[config.mk]
export PLATFORM = sky130hd
export DESIGN_NAME = branch_pc_ctrl
export DESIGN_NICKNAME = d
export VERILOG_FILES = /design/src/rtl/branch_pc_ctrl.sv
export SDC_FILE = /design/constraint.sdc
export NUM_CORES = 1
export LEC_CHECK = 0
export CAP_MARGIN = 20
export CORE_MARGIN = 8
export CORE_UTILIZATION = 50
export DETAILED_ROUTE_END_ITERATION = 10
export GPL_ROUTABILITY_DRIVEN = 0
export HOLD_SLACK_MARGIN = 0.15
export PLACE_DENSITY = 0.94
export SETUP_SLACK_MARGIN = 0.5
export SLEW_MARGIN = 5
export SYNTH_ARGS = -nofsm -noshare
export SYNTH_HDL_FRONTEND = slang
export SYNTH_SLANG_ARGS = --single-unit
[constraint.sdc]
create_clock -name clk -period 4.55 [get_ports clk]
set_clock_uncertainty 0.15 [all_clocks]
set_input_delay 0.455 -clock clk [delete_from_list [all_inputs] [get_ports clk]]
set_output_delay 0.455 -clock clk [all_outputs]
set_load 0.01 [all_outputs]
[src/rtl/branch_pc_ctrl.sv]
// Program-counter and branch-resolution controller.
// Resolves conditional branches, JAL and JALR against the comparator
// flags, owns the PC, raises a one-cycle fetch flush after every redirect,
// traps on misaligned targets or illegal branch encodings, and counts
// retired / taken conditional branches.
module branch_pc_ctrl #(
  parameter int unsigned WIDTH_DATA_LENGTH = 32,
  parameter logic [WIDTH_DATA_LENGTH-1:0] RESET_PC = '0,
  parameter int unsigned CNT_WIDTH = 32
) (
  input  logic                         clk,
  input  logic                         rst_n,
  input  logic                         stall,
  input  logic                         is_branch,
  input  logic                         is_jal,
  input  logic                         is_jalr,
  input  logic [2:0]                   funct3,
  input  logic [WIDTH_DATA_LENGTH-1:0] target,
  input  logic                         BrEq,
  input  logic                         BrLT,
  output logic                         BrUn,
  output logic                         PCSel,
  output logic [WIDTH_DATA_LENGTH-1:0] pc,
  output logic [WIDTH_DATA_LENGTH-1:0] pc_plus4,
  output logic                         flush,
  output logic [1:0]                   err_code,
  output logic [CNT_WIDTH-1:0]         br_cnt,
  output logic [CNT_WIDTH-1:0]         taken_cnt
);

  localparam int unsigned W = WIDTH_DATA_LENGTH;

  typedef enum logic [1:0] {
    S_RUN   = 2'd0,
    S_FLUSH = 2'd1,
    S_TRAP  = 2'd2
  } state_t;

  state_t               state, state_nxt;
  logic [W-1:0]         pc_nxt;
  logic                 flush_nxt;
  logic [1:0]           err_nxt;
  logic [CNT_WIDTH-1:0] br_nxt, taken_nxt;

  logic                 run;
  logic                 cond;
  logic                 cond_branch;
  logic                 take;
  logic                 fault_mis;
  logic                 fault_ill;
  logic                 fault;
  logic [W-1:0]         eff_target;

  assign pc_plus4 = pc + W'(4);

  // Decode the current instruction: branch condition, effective target,
  // redirect decision and fault detection.
  always_comb begin
    run         = (state == S_RUN);
    BrUn        = funct3[1];
    cond        = 1'b0;
    case (funct3)
      3'b000:  cond = BrEq;
      3'b001:  cond = !BrEq;
      3'b100:  cond = BrLT;
      3'b101:  cond = !BrLT;
      3'b110:  cond = BrLT;
      3'b111:  cond = !BrLT;
      default: cond = 1'b0;  // 010/011 never redirect; they fault instead
    endcase
    // JAL outranks JALR, so bit 0 is cleared only for a lone JALR.
    eff_target  = target;
    if (!is_jal && is_jalr) begin
      eff_target[0] = 1'b0;
    end
    cond_branch = is_branch && !is_jal && !is_jalr;
    take        = run && (is_jal || is_jalr || (is_branch && cond));
    fault_mis   = take && (eff_target[1:0] != 2'b00);
    fault_ill   = run && cond_branch && (funct3[2:1] == 2'b01);
    fault       = fault_mis || fault_ill;
    PCSel       = take && !fault;
  end

  // Next-state, PC, flush, error and counter update; a stall holds everything.
  always_comb begin
    state_nxt = state;
    pc_nxt    = pc;
    flush_nxt = flush;
    err_nxt   = err_code;
    br_nxt    = br_cnt;
    taken_nxt = taken_cnt;
    if (!stall) begin
      case (state)
        S_RUN: begin
          if (fault) begin
            state_nxt = S_TRAP;
            err_nxt   = fault_mis ? 2'b01 : 2'b10;
          end else begin
            if (cond_branch) begin
              br_nxt = br_cnt + CNT_WIDTH'(1);
              if (cond) begin
                taken_nxt = taken_cnt + CNT_WIDTH'(1);
              end
            end
            if (PCSel) begin
              pc_nxt    = eff_target;
              state_nxt = S_FLUSH;
              flush_nxt = 1'b1;
            end else begin
              pc_nxt = pc_plus4;
            end
          end
        end
        S_FLUSH: begin
          pc_nxt    = pc_plus4;
          state_nxt = S_RUN;
          flush_nxt = 1'b0;
        end
        default: begin
          // Trapped: everything frozen until reset.
          state_nxt = S_TRAP;
        end
      endcase
    end
  end

  // State, PC, flush, error and statistics registers.
  always_ff @(posedge clk or negedge rst_n) begin
    if (!rst_n) begin
      state     <= S_RUN;
      pc        <= RESET_PC;
      flush     <= 1'b0;
      err_code  <= 2'b00;
      br_cnt    <= '0;
      taken_cnt <= '0;
    end else begin
      state     <= state_nxt;
      pc        <= pc_nxt;
      flush     <= flush_nxt;
      err_code  <= err_nxt;
      br_cnt    <= br_nxt;
      taken_cnt <= taken_nxt;
    end
  end

endmodule

======== Word level (Yosys, flattened, before mapping) ========
Index checks and enable logic that the tools add are counted.
operators by class
  equality and inequality tests ........... 10
  shifts and indexed selects .............. 0
  multiply operators ...................... 0
  div/mod/pow operators ................... 0
  reduce and logical (&&, ||, !) cells .... 29
  add/subtract/negate cells ............... 3
  order comparisons ....................... 0
  bitwise gates (word level) .............. 2
  multiplexer cells ....................... 12
operators with widths
  cell                     count
  $add A32 B1 Y32 const B  2
  $mux W32                 2
  $pmux W32 S2             1
  $add A32 B3 Y32 const B  1
  $eq A3 B3 Y1 const B     4
  $logic_and A1 B1 Y1      9
  $reduce_and A4 Y1        2
  $mux W2                  3
  $reduce_and A3 Y1        2
  $logic_not A1 Y1         5
  $reduce_and A5 Y1        1
  $eq A2 B1 Y1 const B     2
  $ne A2 B2 Y1 const B     2
  $pmux W1 S4              1
  $pmux W2 S2              1
  $reduce_bool A2 Y1       2
  $reduce_or A2 Y1         2
  $eq A3 B1 Y1 const B     1
  $logic_not A3 Y1         1
  $logic_or A1 B1 Y1       3
  $mux W1                  3
  $ne A3 B2 Y1 const B     1
  $logic_not A2 Y1         1
  $not A1 Y1               2
  2 further kinds          2
word-level totals
  memory bits (writable) .................. 0
  register bits ........................... 101
  word-level logic and storage cells ...... 62
  memories kept ........................... 0
  bits in latches ......................... 0
  memory bits (read-only) ................. 0

======== Longest topological paths before layout ========
  depth after elaboration ................. 13
  gate-level depth with buffers ........... 8
  depth with buffers taken out ............ 7

======== Least setup slack after synthesis ========
No wires, ideal clock.
  path kind ............................... register to output
  from .................................... register pc[3]
  to ...................................... output pc_plus4[26]
  cell stages (with the launch flop) ...... 7
  data required time ...................... 3945 ps
  arrival time ............................ 1911 ps
  slack ................................... 2034 ps
  cells stage by stage .................... dfrtp_1 > ha_1 > nand3_1 > or3_1 > nor3_2 > and3_1 > xor2_1
between the ends
  cells in the longest elaborated chain, start to end .. 1
RTL lines
  element                 RTL line  RTL
  from (decl)             23        output logic [WIDTH_DATA_LENGTH-1:0] pc,
  from (signal assigned)  138       pc <= pc_nxt;
  $add A32 B3 Y32         54        assign pc_plus4 = pc + W'(4);
  to (decl)               24        output logic [WIDTH_DATA_LENGTH-1:0] pc_plus4,
Every way passes these cells.

======== Final worst setup path ========
  from .................................... register pc[3]
  to ...................................... output pc_plus4[30]
The elaborated chain is that of the path after synthesis.

==> summary.md <==
| Metric | Value |
|---|---|
| Switch share | 0.376 |
| DR vias | 5227 |
| Largest net degree at the start of global routing | 74 |
| Final setup margin | 0.797 ns |
| Synth-to-Final Area Change | 37.5% |
| Netlist cell types | 60 |
| Clock power share | 0.174 |
| Avg Vias per Cell | 5.83 |
| # setup viols final | 0 |
| Metal3 WL | 973 µm |
| HPWL Detailed | 12800 µm |
| Cell count after synthesis | 581 |
| Post_cts resized | 0 |
| RSZ-0062 raised after global routing | no |
| Residual DRC | 0 |
| Die width | 121 µm |
| DRT iter0 DRCs | 449 |
| Status | complete, no violations |
| Nets@finish | 797 |
| Mapped cell area | 5520 µm² |
| Clock buffer depth | 2 |
| Overall die height | 121 µm |
| Hold Startpoint | taken_cnt[31] |
| Antenna-violating nets left | 0 |
| Startpoint Class | register |
| Synth async-reset ratio | 1.00 |
| Final Hold Fails | 0 |
| Max-slew violations | 0 |
| Sequential share of power | 0.410 |
| Fillers | 799 |
| Switching power | 1.20 mW |
| Slew of the pin with the lowest slew margin | 1.07 ns |
| Gate power share | 0.416 |
| EDFF count, synth | 0 |
| Die area | 14700 µm² |
| Io pins | 176 |
| # port buffers | 175 |
| Total wire length | 16900 µm |
| CTS tree | done |
| Htree depth | 3 |
| Core footprint | 10800 µm² |
| Root Buffer | clkbuf_8 |
| Synth area leaders | dfrtp_1, xor2_1, xnor2_1, nand3_1, nand2_1 |
| #FFs+latches synth | 101 |
| Routed WL per cell | 18.9 µm |
| Met1 wire length | 6510 µm |
| Hold Buf Count CTS | 1 |
| Top cell type by total area after synthesis | dfrtp_1 |
| Tcrit/Tclk final | 0.825 |
| Hold path endpoint | taken_cnt[31] |
| Worst EP arrival | 3.15 ns |
| CTS Buf Count | 9 |
| Grt total ovfl | 0 |
| # Post-CTS Setup Buffers | 0 |
| Worst R2R Path Depth | 6 |
| Kind of critical path | reg2out |
| Fin Setup TNS | 0 ns |
| Pwr dens | 421 nW/µm² |
| Fraction of layout cells with a size suffix above 1 | 0.0569 |
| P_leak | 3.23 nW |
| Fmax | 266 MHz |
| P_int | 1.99 mW |
| GR Util All Layers | 0.229 |
| Power Total | 3.20 mW |
| Floorplan row count | 38 |
| Reg2reg start | state[1] |
| CP required | 3.94 ns |
| YS warnings | 0 |
| Peak VDD IR | 311 µV |
| Endpoint type of the worst setup path | primary output |
| Top cells by instance count after synthesis | dfrtp_1, nand2_1, xor2_1, xnor2_1, nor2_1 |
| Clock latency on the worst-skew pair | 0.36 ns |
| Reg-to-reg endpoint | br_cnt[29] |
| DR pass1 iterations | 8 |
| Antenna diodes | 0 |
| Final worst path period need | 3.75 ns |
| Reg2Reg Setup Slack | 1.81 ns |
| Top-count cell post-synth | dfrtp_1 |
| Syn_nets | 627 |
| Worst-path clk slew | 0.10 ns |
| Initial antenna violation count | 0 |
| Hold Crit Class | reg2reg |
| Top sig layer | met4 |
| Worst slew margin | 0.289 |
| Yosys top cell area share | 0.458 |
| Starting Density | 0.511 |
| Avg Inst Size Synth | 9.49 µm² |
| Sequential-to-total area share from yosys stat | 0.458 |
| Vias in the first global route | 5384 |
| # Max-Cap Violations | 0 |
| Detail Route met2 WL | 8750 µm |
| Setup WS pre-CTS | 1.19 ns |
| Sink Count | 101 |
| Top FF cell, synth | dfrtp_1 |
| Hold depth | 1 |
| CP Max Fanout | 6 |
| First-pass GRT wire length | 27400 µm |
## final cells by class
| cell class | count | area (µm²) | area share |
|---|---|---|---|
| Clock buffer | 9 | 124 | 0.0163 |
| Clock inverter | 7 | 68.8 | 0.00907 |
| Inverter | 19 | 71.3 | 0.00940 |
| Multi-Input combinational cell | 437 | 2810 | 0.370 |
| Sequential cell | 101 | 2530 | 0.333 |
| Tap cell | 140 | 175 | 0.0231 |
| Timing Repair Buffer | 183 | 1810 | 0.239 |
## layout by cell type (no fill, tap or decap), types with 7 or more instances in the layout
cell type        Yosys  final
nor3_1              30     30
buf_4                4      8
nand4_1             18     18
and3_1              15     15
nor4_1               7      7
nand2_1             52     52
inv_1               18     18
nor2_1              43     43
mux2i_1              7      7
clkdlybuf4s50_1      0    174
xnor2_1             45     45
dfrtp_1            101    101
clkbuf_8             0      9
a21oi_1             17     16
o21ai_0             37     37
nand3_1             42     42
xor2_1              46     46
## state kept, by name, indices dropped and copies added (netlist names)
register / cells
br_cnt: 32
pc: 32
taken_cnt: 32
err_code: 2
state: 2
flush: 1
## worst max path at each step
stage / from / end / slack [ns] / depth (start not counted)
floorplan: pc[3] / pc_plus4[26] / 2.03 / 6
global placement: is_branch / PCSel / 1.18 / 6
detailed placement: is_branch / PCSel / 1.19 / 6
CTS: pc[3] / pc_plus4[26] / 0.81 / 7
global route: pc[3] / pc_plus4[26] / 0.60 / 7
finish: pc[3] / pc_plus4[30] / 0.80 / 6
## through the flow
step / instances / hold slack [ns] / util / cell area [µm²]
after floorplan: 581 / 0.00941 / - / 5520
after global placement: 879 / 0.312 / 0.684 / 7380
after detailed placement: 879 / 0.310 / 0.684 / 7380
after CTS: 896 / 0.334 / 0.703 / 7590
after global routing: 896 / 0.357 / 0.703 / 7590
final: 896 / 0.333 / 0.703 / 7590
## critical path, cell delays in order, from the launching register on
cell,delay [ns]
dfrtp_1,0.45
ha_1,0.27
nand3_1,0.24
nor4_1,0.76
nand3_1,0.20
xnor2_1,0.27
clkdlybuf4s50_1,0.60
## layer usage
metal	track usage	vias to the layer above
li1	-	2373
met1	0.268	2555
met2	0.400	242
met3	0.0419	57
met4	0.103	0
met5	0	-
## power groups by stage
stage	sequential (mW)	clock, mW	combinational, mW
after floorplan	1.32	0	0.492
after global placement	1.30	0	1.30
after detailed placement	1.32	0	1.34
after CTS	1.30	0.562	1.34
after global routing	1.34	0.604	1.42
final	1.31	0.554	1.33
## logic make-up (layout without fill, tap and decap cells)
group / Yosys count / in the layout / synth area share
simple gates: 242 / 242 / 0.225
buf+inv: 43 / 218 / 0.0347
mux: 8 / 8 / 0.0147
fa+ha+maj: 3 / 3 / 0.00680
xor+xnor: 92 / 92 / 0.147
flops: 101 / 101 / 0.458
compound gates: 92 / 92 / 0.113
Note: power is estimated with default switching activity, not from simulation.
